$ cat src/rtl/calc_op_sequencer.sv
// Calculator operation sequencer: turns digit/operator clicks into number-memory and ALU
// control pulses, with operator chaining, a per-operand digit limit, ALU timeout and error hold.
module calc_op_sequencer #(
    parameter int unsigned MAX_DIGITS  = 10,
    parameter int unsigned ALU_TIMEOUT = 1024
) (
    input  logic       clk,
    input  logic       reset_n,
    input  logic       new_digit,
    input  logic [3:0] digit,
    input  logic       new_op,
    input  logic [2:0] op_code,
    input  logic       alu_done,
    input  logic       alu_err,
    output logic       num_clear,
    output logic       digit_wr,
    output logic [3:0] digit_out,
    output logic       save_a,
    output logic       save_b,
    output logic       alu_start,
    output logic [1:0] alu_op,
    output logic       result_ld,
    output logic       busy,
    output logic       error,
    output logic [1:0] err_code
);

    localparam int unsigned CNT_W = $clog2(MAX_DIGITS + 1);
    localparam int unsigned TMO_W = (ALU_TIMEOUT > 1) ? $clog2(ALU_TIMEOUT) : 1;

    localparam logic [2:0] OP_EQUALS = 3'd4;
    localparam logic [2:0] OP_CLEAR  = 3'd5;

    localparam logic [1:0] ERR_NONE = 2'd0;
    localparam logic [1:0] ERR_ALU  = 2'd1;
    localparam logic [1:0] ERR_TMO  = 2'd2;

    // A_CLR, B_START, CH_SAVE and S_WR are one-cycle steps that emit the trailing pulse
    // of a multi-pulse sequence.
    typedef enum logic [3:0] {
        S_ENTER_A = 4'd0,
        S_A_CLR   = 4'd1,
        S_OP_WAIT = 4'd2,
        S_ENTER_B = 4'd3,
        S_B_START = 4'd4,
        S_EXEC    = 4'd5,
        S_CH_SAVE = 4'd6,
        S_SHOW    = 4'd7,
        S_S_WR    = 4'd8,
        S_ERR     = 4'd9
    } state_t;

    state_t state, state_nxt;

    logic [CNT_W-1:0] count, count_nxt;
    logic [TMO_W-1:0] tmo_cnt, tmo_cnt_nxt;
    logic             chain, chain_nxt;
    logic [1:0]       pend_op, pend_op_nxt;
    logic [3:0]       pend_digit, pend_digit_nxt;

    logic       num_clear_nxt, digit_wr_nxt, save_a_nxt, save_b_nxt;
    logic       alu_start_nxt, result_ld_nxt, busy_nxt, error_nxt;
    logic [3:0] digit_out_nxt;
    logic [1:0] alu_op_nxt, err_code_nxt;

    // Input decode: CLEAR beats other ops, any valid op beats a digit in the same cycle.
    logic op_clear, op_arith, op_equals, op_valid, digit_req, digit_ok, tmo_hit, in_entry;

    assign op_clear  = new_op && (op_code == OP_CLEAR);
    assign op_arith  = new_op && !op_code[2];
    assign op_equals = new_op && (op_code == OP_EQUALS);
    assign op_valid  = op_clear || op_arith || op_equals;
    assign digit_req = new_digit && !op_valid;
    assign digit_ok  = digit_req && (count < CNT_W'(MAX_DIGITS));
    assign tmo_hit   = (tmo_cnt == TMO_W'(ALU_TIMEOUT - 1));
    assign in_entry  = (state == S_ENTER_A) || (state == S_OP_WAIT) || (state == S_ENTER_B);

    // State and registered outputs
    always_ff @(posedge clk or negedge reset_n) begin
        if (!reset_n) begin
            state      <= S_ENTER_A;
            count      <= '0;
            tmo_cnt    <= '0;
            chain      <= 1'b0;
            pend_op    <= 2'd0;
            pend_digit <= 4'd0;
            num_clear  <= 1'b0;
            digit_wr   <= 1'b0;
            digit_out  <= 4'd0;
            save_a     <= 1'b0;
            save_b     <= 1'b0;
            alu_start  <= 1'b0;
            alu_op     <= 2'd0;
            result_ld  <= 1'b0;
            busy       <= 1'b0;
            error      <= 1'b0;
            err_code   <= ERR_NONE;
        end else begin
            state      <= state_nxt;
            count      <= count_nxt;
            tmo_cnt    <= tmo_cnt_nxt;
            chain      <= chain_nxt;
            pend_op    <= pend_op_nxt;
            pend_digit <= pend_digit_nxt;
            num_clear  <= num_clear_nxt;
            digit_wr   <= digit_wr_nxt;
            digit_out  <= digit_out_nxt;
            save_a     <= save_a_nxt;
            save_b     <= save_b_nxt;
            alu_start  <= alu_start_nxt;
            alu_op     <= alu_op_nxt;
            result_ld  <= result_ld_nxt;
            busy       <= busy_nxt;
            error      <= error_nxt;
            err_code   <= err_code_nxt;
        end
    end

    // Next-state logic
    always_comb begin
        state_nxt = state;
        if (op_clear) begin
            state_nxt = S_ENTER_A;
        end else begin
            case (state)
                S_ENTER_A: if (op_arith) state_nxt = S_A_CLR;
                S_A_CLR:   state_nxt = S_OP_WAIT;
                S_OP_WAIT: if (digit_ok) state_nxt = S_ENTER_B;
                S_ENTER_B: if (op_arith || op_equals) state_nxt = S_B_START;
                S_B_START: state_nxt = S_EXEC;
                S_EXEC: begin
                    // A done arriving on the timeout cycle still wins.
                    if (alu_done) begin
                        if (alu_err)    state_nxt = S_ERR;
                        else if (chain) state_nxt = S_CH_SAVE;
                        else            state_nxt = S_SHOW;
                    end else if (tmo_hit) begin
                        state_nxt = S_ERR;
                    end
                end
                S_CH_SAVE: state_nxt = S_A_CLR;
                S_SHOW: begin
                    if (op_arith)       state_nxt = S_A_CLR;
                    else if (digit_req) state_nxt = S_S_WR;
                end
                S_S_WR:    state_nxt = S_ENTER_A;
                S_ERR:     state_nxt = S_ERR;
                default:   state_nxt = S_ENTER_A;
            endcase
        end
    end

    // Output and datapath next values
    always_comb begin
        num_clear_nxt  = 1'b0;
        digit_wr_nxt   = 1'b0;
        save_a_nxt     = 1'b0;
        save_b_nxt     = 1'b0;
        alu_start_nxt  = 1'b0;
        result_ld_nxt  = 1'b0;
        digit_out_nxt  = digit_out;
        alu_op_nxt     = alu_op;
        err_code_nxt   = err_code;
        count_nxt      = count;
        chain_nxt      = chain;
        pend_op_nxt    = pend_op;
        pend_digit_nxt = pend_digit;
        tmo_cnt_nxt    = tmo_cnt;
        busy_nxt       = (state_nxt == S_EXEC);
        error_nxt      = (state_nxt == S_ERR);

        if (op_clear) begin
            num_clear_nxt = 1'b1;
            count_nxt     = '0;
            err_code_nxt  = ERR_NONE;
            chain_nxt     = 1'b0;
        end else if (digit_ok && in_entry) begin
            digit_wr_nxt  = 1'b1;
            digit_out_nxt = digit;
            count_nxt     = count + CNT_W'(1);
        end else begin
            case (state)
                S_ENTER_A, S_SHOW: begin
                    // In SHOW the ALU result already sits in the buffer and becomes A.
                    if (op_arith) begin
                        save_a_nxt = 1'b1;
                        alu_op_nxt = op_code[1:0];
                        count_nxt  = '0;
                    end else if ((state == S_SHOW) && digit_req) begin
                        num_clear_nxt  = 1'b1;
                        pend_digit_nxt = digit;
                    end
                end
                S_A_CLR: num_clear_nxt = 1'b1;
                S_OP_WAIT: if (op_arith) alu_op_nxt = op_code[1:0];
                S_ENTER_B: begin
                    if (op_arith || op_equals) begin
                        save_b_nxt  = 1'b1;
                        chain_nxt   = op_arith;
                        pend_op_nxt = op_code[1:0];
                    end
                end
                S_B_START: begin
                    alu_start_nxt = 1'b1;
                    tmo_cnt_nxt   = '0;
                end
                S_EXEC: begin
                    if (alu_done) begin
                        if (alu_err) err_code_nxt  = ERR_ALU;
                        else         result_ld_nxt = 1'b1;
                    end else if (tmo_hit) begin
                        err_code_nxt = ERR_TMO;
                    end else begin
                        tmo_cnt_nxt = tmo_cnt + TMO_W'(1);
                    end
                end
                S_CH_SAVE: begin
                    save_a_nxt = 1'b1;
                    alu_op_nxt = pend_op;
                    count_nxt  = '0;
                    chain_nxt  = 1'b0;
                end
                S_S_WR: begin
                    digit_wr_nxt  = 1'b1;
                    digit_out_nxt = pend_digit;
                    count_nxt     = CNT_W'(1);
                end
                default: ;
            endcase
        end
    end

endmodule

$ cat config.mk
export PLATFORM = sky130hd
export DESIGN_NAME = calc_op_sequencer
export DESIGN_NICKNAME = d
export VERILOG_FILES = /design/src/rtl/calc_op_sequencer.sv
export SDC_FILE = /design/constraint.sdc
export NUM_CORES = 1
export LEC_CHECK = 0
export ABC_AREA = 0
export CAP_MARGIN = 20
export CORE_AREA = 3 3 75 70
export CTS_BUF_LIST = sky130_fd_sc_hd__clkbuf_8
export DETAILED_ROUTE_END_ITERATION = 8
export DIE_AREA = 0 0 78 73
export GPL_TIMING_DRIVEN = 0
export PLACE_DENSITY = 0.71
export SETUP_SLACK_MARGIN = 0.4
export SLEW_MARGIN = 20
export SYNTH_ARGS = -nofsm -noshare
export SYNTH_HDL_FRONTEND = slang
export SYNTH_SLANG_ARGS = --single-unit
$ cat constraint.sdc
create_clock -name clk -period 3.4 [get_ports clk]
set_clock_uncertainty 0.2 [all_clocks]
set_input_delay 0.51 -clock clk [delete_from_list [all_inputs] [get_ports clk]]
set_output_delay 0.51 -clock clk [all_outputs]
set_load 0.005 [all_outputs]
==> impl_metrics.tcl, run 1 <==
set metrics [dict create \
    outcome "complete, no violations" \
    avgSynthCellArea_um2 9.976 \
    fp.dieH_um 73 \
    p_leak_nw 1.160 \
    synth_fa_ha_area_frac 0.01120 \
    synth.ff_latch_count 41 \
    fin_ws_ns 0.5699 \
    cts_resized 0 \
    rsz0062_at_grt "no" \
    routed_wl_um 4827 \
    cts_tree "built" \
    crit_path_start_kind "input port" \
    synthMuxAreaShare 0.09574 \
    synth_edf_count 0 \
    grtUsageTotal 0.1884 \
    setup-violations-final 0 \
    post-route-period-util 0.8324 \
    start_util 0.4978 \
    max_clock_freq_mhz 353.3 \
    crit_required_ns 3.42 \
    max_cap_violations 0 \
    cts.htree.levels 2 \
    crit_path_max_incr_delay_ns 0.65 \
    dpl.hpwl_um 3551 \
    vias 1810 \
    die_width_um 78 \
    path_cells "clkdlybuf4s50_1 -> and2b_1 -> nor3_1 -> a211o_1 -> buf_1 -> nor4b_2 -> mux2i_1" \
    path_class "input port to register" \
    drc_errors 0 \
    ant_nets 0 \
    crit_path_end_kind "register" \
    drt_iter0_markers 125 \
    final_common_cell "dfrtp_1" \
    cts_setup_buffers 0 \
    grt_pass1_vias 1760 \
    period_minus_slack_ns 2.830 \
    reg2reg_slack_ns 0.73 \
    synthSimpleGateAreaFrac 0.2217 \
    grt_pass1_wl_um 8611 \
    async_flop_share 1.000 \
    cts_hold_buf 1 \
    area_growth_pct 23.63 \
    setup_tns_ns 0 \
    clock_path_buffers 2 \
    gr-total-overflow 0 \
    grt_start_max_net_pins 24 \
    hold_viol_final 0 \
    yosysSeqAreaShare 0.4591 \
    syn_inst 224 \
    maxSlewViolCount 0 \
    pre_cts_ws_ns 0.3123 \
    die-area_um2 5694 \
    synth_compound_area_frac 0.1803 \
    synth-main-ff-cell "dfrtp_1" \
    antenna_cells 0 \
    synthXorXnorAreaFrac 0.003919 \
    finish.net_count 276 \
    final_cell_mix "dfrtp_1, clkdlybuf4s50_1, nand2_1" \
    synth_top_family_by_area "simple AND/OR/NAND/NOR gates" \
    arrival_ns 2.85 \
    numCtsBuffers 5 \
    via_per_inst 5.586 \
    gp_congestion 0.8917 \
    tightest_slew_ns 0.6396 \
    post-route-util 0.6154 \
    row_count 23 \
    slowest_stage "clkdlybuf4s50_1" \
    syn_nets 239 \
    pin_count 29 \
    wl_per_cell_um 14.90 \
    relSlewSlack 0.5696 \
    power_density_nw_per_um2 672.9 \
    core_um2 4489 \
    yosysWarnings 0 \
    worstSkewPairLatency_ns 0.29 \
    cpLargestDelayFamily "buffers and inverters" \
    path_clk_slew_ns 0.08 \
    worstPathMaxFanout 10 \
    drive_above_1_share 0.1298 \
    port_buffers 28 \
    synthDistinctLibCells 54 \
    cts.sinks 41 \
    drt-pass1-iter-count 4 \
    antenna_found_initial 0 \
    cts_root_buf "clkbuf_8" \
    critPathBufInv 2 \
    min-delay-path-class "register to register" \
    p_total_mw 1.859 \
    irDropWorstVdd_v 0.0003483 \
    synth_area_um2 2235 \
]
[path summary, 6_finish.rpt]
path,start,end,depth (start not counted)
worst max-delay path,new_op,tmo_cnt[2],7
min in group asynchronous,reset_n,tmo_cnt[5],2
worst min register to register,pend_digit[3],pend_digit[3],1
worst min-delay path,pend_digit[3],pend_digit[3],1
max in group asynchronous,reset_n,state[2],3
worst max register to register,tmo_cnt[0],tmo_cnt[0],7
[per-layer routing]
| metal | wire length, um | vias to the layer above | track usage |
|---|---|---|---|
| met2 | 2130 | 41 | 0.2937 |
| met3 | 179 | 4 | 0.04074 |
| met1 | 2478 | 868 | 0.2701 |
| met5 | 0 | - | 0 |
| met4 | 38 | 0 | 0.04466 |
| li1 | - | 897 | - |
[power breakdown]
part,switching [mW],total [mW],internal [mW]
logic,0.385,0.699,0.314
clock network,0.175,0.470,0.296
registers,0.0759,0.690,0.614
[kinds of logic (layout without fill, tap and decap cells)]
kind of cell    after synthesis  count (layout)
simple gates                 89              89
compound gates               55              55
flops                        41              41
mux                          20              20
buf+inv                      16              54
fa+ha+maj                     2               2
xor+xnor                      1               1
[final cells by class]
cell class              instances  area, um^2
clock buffers                   5       68.82
repair buffers                 30       312.8
clock inverters                 3       68.82
fillers                       391        1727
well taps                      62       77.57
multi-input cells             167        1146
flip-flops and latches         41        1026
plain buffers                   9       36.28
inverters                       7       26.28
[worst reg2reg max path: cells and delay by family (launching register included)]
kind	cells	cell delay, ns
simple gates	4	1.30
fa+ha+maj	1	0.20
flops	1	0.41
mux	1	0.29
compound gates	1	0.16
[flip-flops by register name, summed over array words and instances, names as in the netlist]
name,cells
pend_digit,4
err_code,2
alu_op,2
save_a,1
count,4
save_b,1
error,1
digit_out,4
result_ld,1
num_clear,1
digit_wr,1
tmo_cnt,10
state,4
busy,1
pend_op,2
chain,1
alu_start,1
[stage by stage]
stage / area, um^2 / instances / hold WS [ns]
floorplan: 2235 / 224 / 0.01441
global placement: 2592 / 314 / 0.2867
detailed placement: 2615 / 315 / 0.2917
CTS: 2763 / 324 / 0.3124
global route: 2763 / 324 / 0.3309
finish: 2763 / 324 / 0.3100
[cell usage after synthesis, drive strengths merged (2+ instances only)]
cell,count,area [um^2]
dfrtp,41,1026
nand2,22,82.58
nor2,20,77.58
a21oi,14,70.07
o21ai,13,65.06
mux2i,12,120.1
mux2,8,93.84
nand2b,8,57.55
inv,7,26.28
nor3,6,30.03
nor4,6,50.04
clkbuf,5,18.77
nand3,5,25.02
o31ai,5,51.30
buf,4,17.52
a211o,3,26.28
a31oi,3,18.77
nand4,3,18.77
nor4b,3,32.53
or3,3,23.77
or4,3,22.52
a211oi,2,25.02
a22o,2,17.52
and2,2,15.02
ha,2,25.02
nor2b,2,12.51
nor3b,2,15.01
o21a,2,15.01
o21bai,2,18.77
o311ai,2,25.03
No activity file was read; power rests on OpenSTA's default activity.
==> run 2: changes to the inputs <==
Clock period 3.4 ns to 2.69 ns, I/O delays scaled along.
==> impl_metrics.tcl, run 2 (synthesized netlist as in run 1, its figures left out) <==
set metrics [dict create \
    outcome "complete, no violations" \
    slowest_stage "or4_4" \
    relSlewSlack 0.5797 \
    start_util 0.4978 \
    design_area_um2 3052 \
    drt_iter0_markers 201 \
    die_width_um 78 \
    drc_errors 0 \
    reg2reg_slack_ns 0.38 \
    cts.sinks 41 \
    crit_path_max_incr_delay_ns 0.48 \
    path_clk_slew_ns 0.08 \
    tightest_slew_ns 0.6293 \
    p_clk_frac 0.225 \
    worstHoldStart "pend_op[1]" \
    reg2reg_from "state[1]" \
    p_leak_nw 1.326 \
    grtUsageMet1 0.2599 \
    ant_nets 0 \
    finish.net_count 291 \
    maxSlewViolCount 0 \
    hold_end "pend_op[1]" \
    dpl.hpwl_um 3400 \
    post-route-util 0.6798 \
    pin_count 29 \
    hold_ws_ns 0.3100 \
    p_total_mw 2.643 \
    critPathBufInv 2 \
    post-place-cells 315 \
    rsz0062_at_grt "yes" \
    port_buffers 28 \
    final_cell_mix "dfrtp_1, nand2_1, clkdlybuf4s50_1" \
    cell_internal_pwr_mw 1.735 \
    grt_pass1_wl_um 8721 \
    worstPathMaxFanout 10 \
    max_clock_freq_mhz 433.1 \
    wl_per_cell_um 15.66 \
    switching_share 0.3436 \
    r2r-end "tmo_cnt[5]" \
    r2r_cells 8 \
    cts.htree.levels 2 \
    power_density_nw_per_um2 865.9 \
    irDropWorstVdd_v 0.0004622 \
    holdPathStages 1 \
    routed_wl_um 5309 \
    period_minus_slack_ns 2.309 \
    pre_cts_ws_ns -0.2921 \
    arrival_ns 2.33 \
    worstSkewPairLatency_ns 0.29 \
    setup_tns_ns 0 \
    die-area_um2 5694 \
    hold_viol_final 0 \
    fin_ws_ns 0.3810 \
    multi_input_comb_area_um2 1265 \
    met3_usage 0.04815 \
    min-delay-path-class "register to register" \
    antenna_found_initial 0 \
    area_growth_pct 36.56 \
    combPwrFrac 0.442 \
    cts_tree "built" \
    numCtsBuffers 5 \
    path_class "register to register" \
    final_common_cell "dfrtp_1" \
    grt-busiest-layer "met2" \
    fp.dieH_um 73 \
    row_count 23 \
    final_cells 339 \
    regArea_um2 1030 \
    setup-violations-final 0 \
    gp_congestion 0.8747 \
    antenna_cells 0 \
    cpLargestDelayFamily "simple AND/OR/NAND/NOR gates" \
    regMostFlops "tmo_cnt" \
    crit_required_ns 2.71 \
    via_per_inst 5.678 \
    crit_path_end_kind "register" \
    max_cap_violations 0 \
    globalRouteMet2Util 0.3061 \
    fillers 353 \
    core_um2 4489 \
    vias 1925 \
    seqPwrFrac 0.333 \
    cts_root_buf "clkbuf_8" \
    grt_start_max_net_pins 25 \
    grtUsageTotal 0.1918 \
    post-route-period-util 0.8584 \
    path_cells "buf_4 -> nor4b_4 -> nand4_1 -> o311ai_2 -> o21bai_2 -> buf_6 -> or4_4 -> a21oi_2" \
    cp-startpoint "state[1]" \
    p_switching_mw 0.9079 \
    gr-total-overflow 0 \
    drive_above_1_share 0.2744 \
    dpl_cell_area_um2 2621 \
    crit_path_start_kind "register" \
    clock_path_buffers 2 \
    drt-pass1-iter-count 4 \
    grt_pass1_vias 1852 \
    largest_reg_flops 10 \
]
==> run 2: cell count changes in the layout (fill, tap and decap cells not counted), sizes merged <==
cell | previous run | this run
dlygate4sd2 | 0 | 4
clkdlybuf4s50 | 27 | 22
clkdlybuf4s15 | 0 | 1
buf | 6 | 22
clkbuf | 10 | 9
==> run 2: power groups by stage <==
| stage | clock network [mW] | logic [mW] | registers [mW] |
|---|---|---|---|
| floorplan | 0 | 0.559 | 0.874 |
| global placement | 0 | 0.861 | 0.875 |
| detailed placement | 0 | 0.876 | 0.883 |
| CTS | 0.607 | 1.00 | 0.876 |
| global route | 0.626 | 1.27 | 0.902 |
| finish | 0.595 | 1.17 | 0.880 |
==> run 2: per-layer routing <==
layer,wire length (um),vias up,part of all wire
li1,-,931,-
met2,2468,75,0.46
met1,2407,906,0.45
met5,0,-,0
met4,84,0,0.016
met3,348,13,0.066
==> run 2: layout make-up <==
cell class / instances / area share
sequential: 41 / 0.3374
inverter: 7 / 0.008610
multi-input combinational: 167 / 0.4145
timing repair buffer: 45 / 0.1460
buffer: 9 / 0.02296
clock inverter: 3 / 0.02255
clock buffer: 5 / 0.02255
tap: 62 / 0.02542
==> run 2: repair_timing <==
| action | 4_1_cts | 5_1_grt |
|---|---|---|
| gates resized for setup | 25 | 34 |
| setup buffers | 9 | 6 |
| setup endpoints to repair | 28 | 15 |
| hold endpoints to repair | 17 | 0 |
| pin swaps | 7 | 11 |
| hold buffers | 1 | 0 |
==> run 2: how the worst max path moves through the flow <==
| stage | end | slack [ns] | cells past startpoint |
|---|---|---|---|
| after floorplan | tmo_cnt[0] | 0.46 | 6 |
| after global placement | tmo_cnt[2] | -0.27 | 7 |
| after detailed placement | tmo_cnt[2] | -0.29 | 7 |
| after CTS | tmo_cnt[9] | 0.41 | 7 |
| after global routing | tmo_cnt[5] | 0.30 | 8 |
| final | tmo_cnt[5] | 0.38 | 8 |
==> run 3: changes to the inputs <==
Settings changed: PLACE_DENSITY 0.71 to 0.79.
==> impl_metrics.tcl, run 3 (synthesized netlist as in run 1, its figures left out) <==
set metrics [dict create \
    r2r-end "tmo_cnt[4]" \
    grtUsageTotal 0.1916 \
    clock_path_buffers 2 \
    worstPathMaxFanout 6 \
    dpl.hpwl_um 3503 \
    fp.dieH_um 73 \
    path_class "register to register" \
    setup-violations-final 0 \
    die_width_um 78 \
    routed_wl_um 5553 \
    core_um2 4489 \
    drc_errors 0 \
    max_cap_violations 0 \
    maxSlewViolCount 0 \
    crit_path_start_kind "register" \
    reg2reg_from "state[3]" \
    die-area_um2 5694 \
    tightest_slew_ns 0.6407 \
    cts_tree "built" \
    final_cell_mix "dfrtp_1, clkdlybuf4s50_1, nand2_1" \
    fillers 343 \
    hold_viol_final 0 \
    rsz0062_at_grt "yes" \
    vias 1952 \
    pre_cts_ws_ns -0.2333 \
    drt-pass1-iter-count 4 \
    power_density_nw_per_um2 822.2 \
    port_buffers 28 \
    relSlewSlack 0.5721 \
    regMostFlops "tmo_cnt" \
    crit_required_ns 2.70 \
    finish.net_count 297 \
    reg2reg_slack_ns 0.40 \
    cts_root_buf "clkbuf_8" \
    grt_start_max_net_pins 27 \
    outcome "complete, no violations" \
    min-delay-path-class "register to register" \
    regArea_um2 1031 \
    p_leak_nw 1.343 \
    cp-startpoint "state[3]" \
    ant_nets 0 \
    row_count 23 \
    via_per_inst 5.658 \
    crit_end "tmo_cnt[4]" \
    post-route-period-util 0.8529 \
    antenna_cells 0 \
    setup_tns_ns 0 \
    crit_path_end_kind "register" \
    cts.htree.levels 2 \
    area_growth_pct 36.56 \
    wl_per_cell_um 16.10 \
    drive_above_1_share 0.3039 \
    numCtsBuffers 5 \
    largest_reg_flops 10 \
    design_area_um2 3052 \
    drt_iter0_markers 162 \
    grt_pass1_vias 1818 \
    max_clock_freq_mhz 435.9 \
    pin_count 29 \
    fin_ws_ns 0.3957 \
    start_util 0.4978 \
    dpl_cell_area_um2 2614 \
    final_common_cell "dfrtp_1" \
    irDropWorstVdd_v 0.0005200 \
    hold_ws_ns 0.3032 \
    period_minus_slack_ns 2.294 \
    cts.sinks 41 \
    r2r_cells 8 \
    multi_input_comb_area_um2 1289 \
    antenna_found_initial 0 \
    post-route-util 0.6798 \
    path_clk_slew_ns 0.08 \
    grt_pass1_wl_um 8728 \
    arrival_ns 2.31 \
    gr-total-overflow 0 \
    gp_congestion 0.8877 \
    worstSkewPairLatency_ns 0.29 \
]
==> run 3: cell types whose count changed in the layout (fill, tap and decap cells not counted), sizes merged <==
cell           before  now
buf                22   27
clkbuf              9   13
bufinv              2    0
clkinv              0    2
clkdlybuf4s15       1    0
dlygate4sd2         4    3
inv                 8    7
==> run 3: worst max-delay path: stages, from the launching register on <==
cell and delay [ns]:
dfrtp_2 0.45, nand2b_4 0.18, or2_4 0.28, o31ai_4 0.21, buf_4 0.17, nor2_4 0.05, buf_4 0.16, nor4_2 0.29
mux2i_1 0.23
==> run 3: worst min-delay path by stage <==
stage                          to  depth (start not counted)  slack, ns     startpoint
floorplan               alu_op[0]                          0      -0.09        reset_n
global placement       pend_op[1]                          1       0.29     pend_op[1]
detailed placement      alu_op[0]                          1       0.15        reset_n
CTS                      count[2]                          1       0.31       count[2]
global route        pend_digit[3]                          1       0.34  pend_digit[3]
finish                   count[2]                          1       0.30       count[2]
==> run 3: timing repair <==
action / 4_1_cts / 5_1_grt
pin swaps: 3 / 9
setup buffers: 5 / 16
setup endpoints to repair: 27 / 14
hold buffers: 1 / 0
endpoints found under the hold margin: 15 / 0
resized for setup: 24 / 42
==> run 3: layout make-up <==
| class | count | share of cell area |
|---|---|---|
| Timing Repair Buffer | 51 | 0.1497 |
| Clock inverter | 2 | 0.004510 |
| Buffer | 9 | 0.02460 |
| Inverter | 7 | 0.008610 |
| Multi-Input combinational cell | 167 | 0.4223 |
| Clock buffer | 6 | 0.02706 |
| Tap cell | 62 | 0.02542 |
| Sequential cell | 41 | 0.3378 |
==> run 3: per-stage QoR <==
stage	power [mW]	instances
after CTS	2.271	329
after global routing	2.676	345
after global placement	1.734	314
final	2.509	345
after detailed placement	1.764	315
after floorplan	1.433	224
==> run 3: routing by layer <==
metal | part of all wire | track usage | vias up
li1 | - | - | 937
met1 | 0.45 | 0.2780 | 929
met2 | 0.48 | 0.2899 | 78
met3 | 0.065 | 0.04691 | 8
met4 | 0.0090 | 0.04660 | 0
met5 | 0 | 0 | -
==> run 3: report_power, final <==
part / internal [mW] / total (mW) / leakage [nW] / switching (mW)
clock: 0.208 / 0.421 / 0.0512 / 0.213
sequential: 0.780 / 0.886 / 0.534 / 0.106
combinational: 0.595 / 1.20 / 0.758 / 0.607
total: 1.58 / 2.51 / 1.34 / 0.926
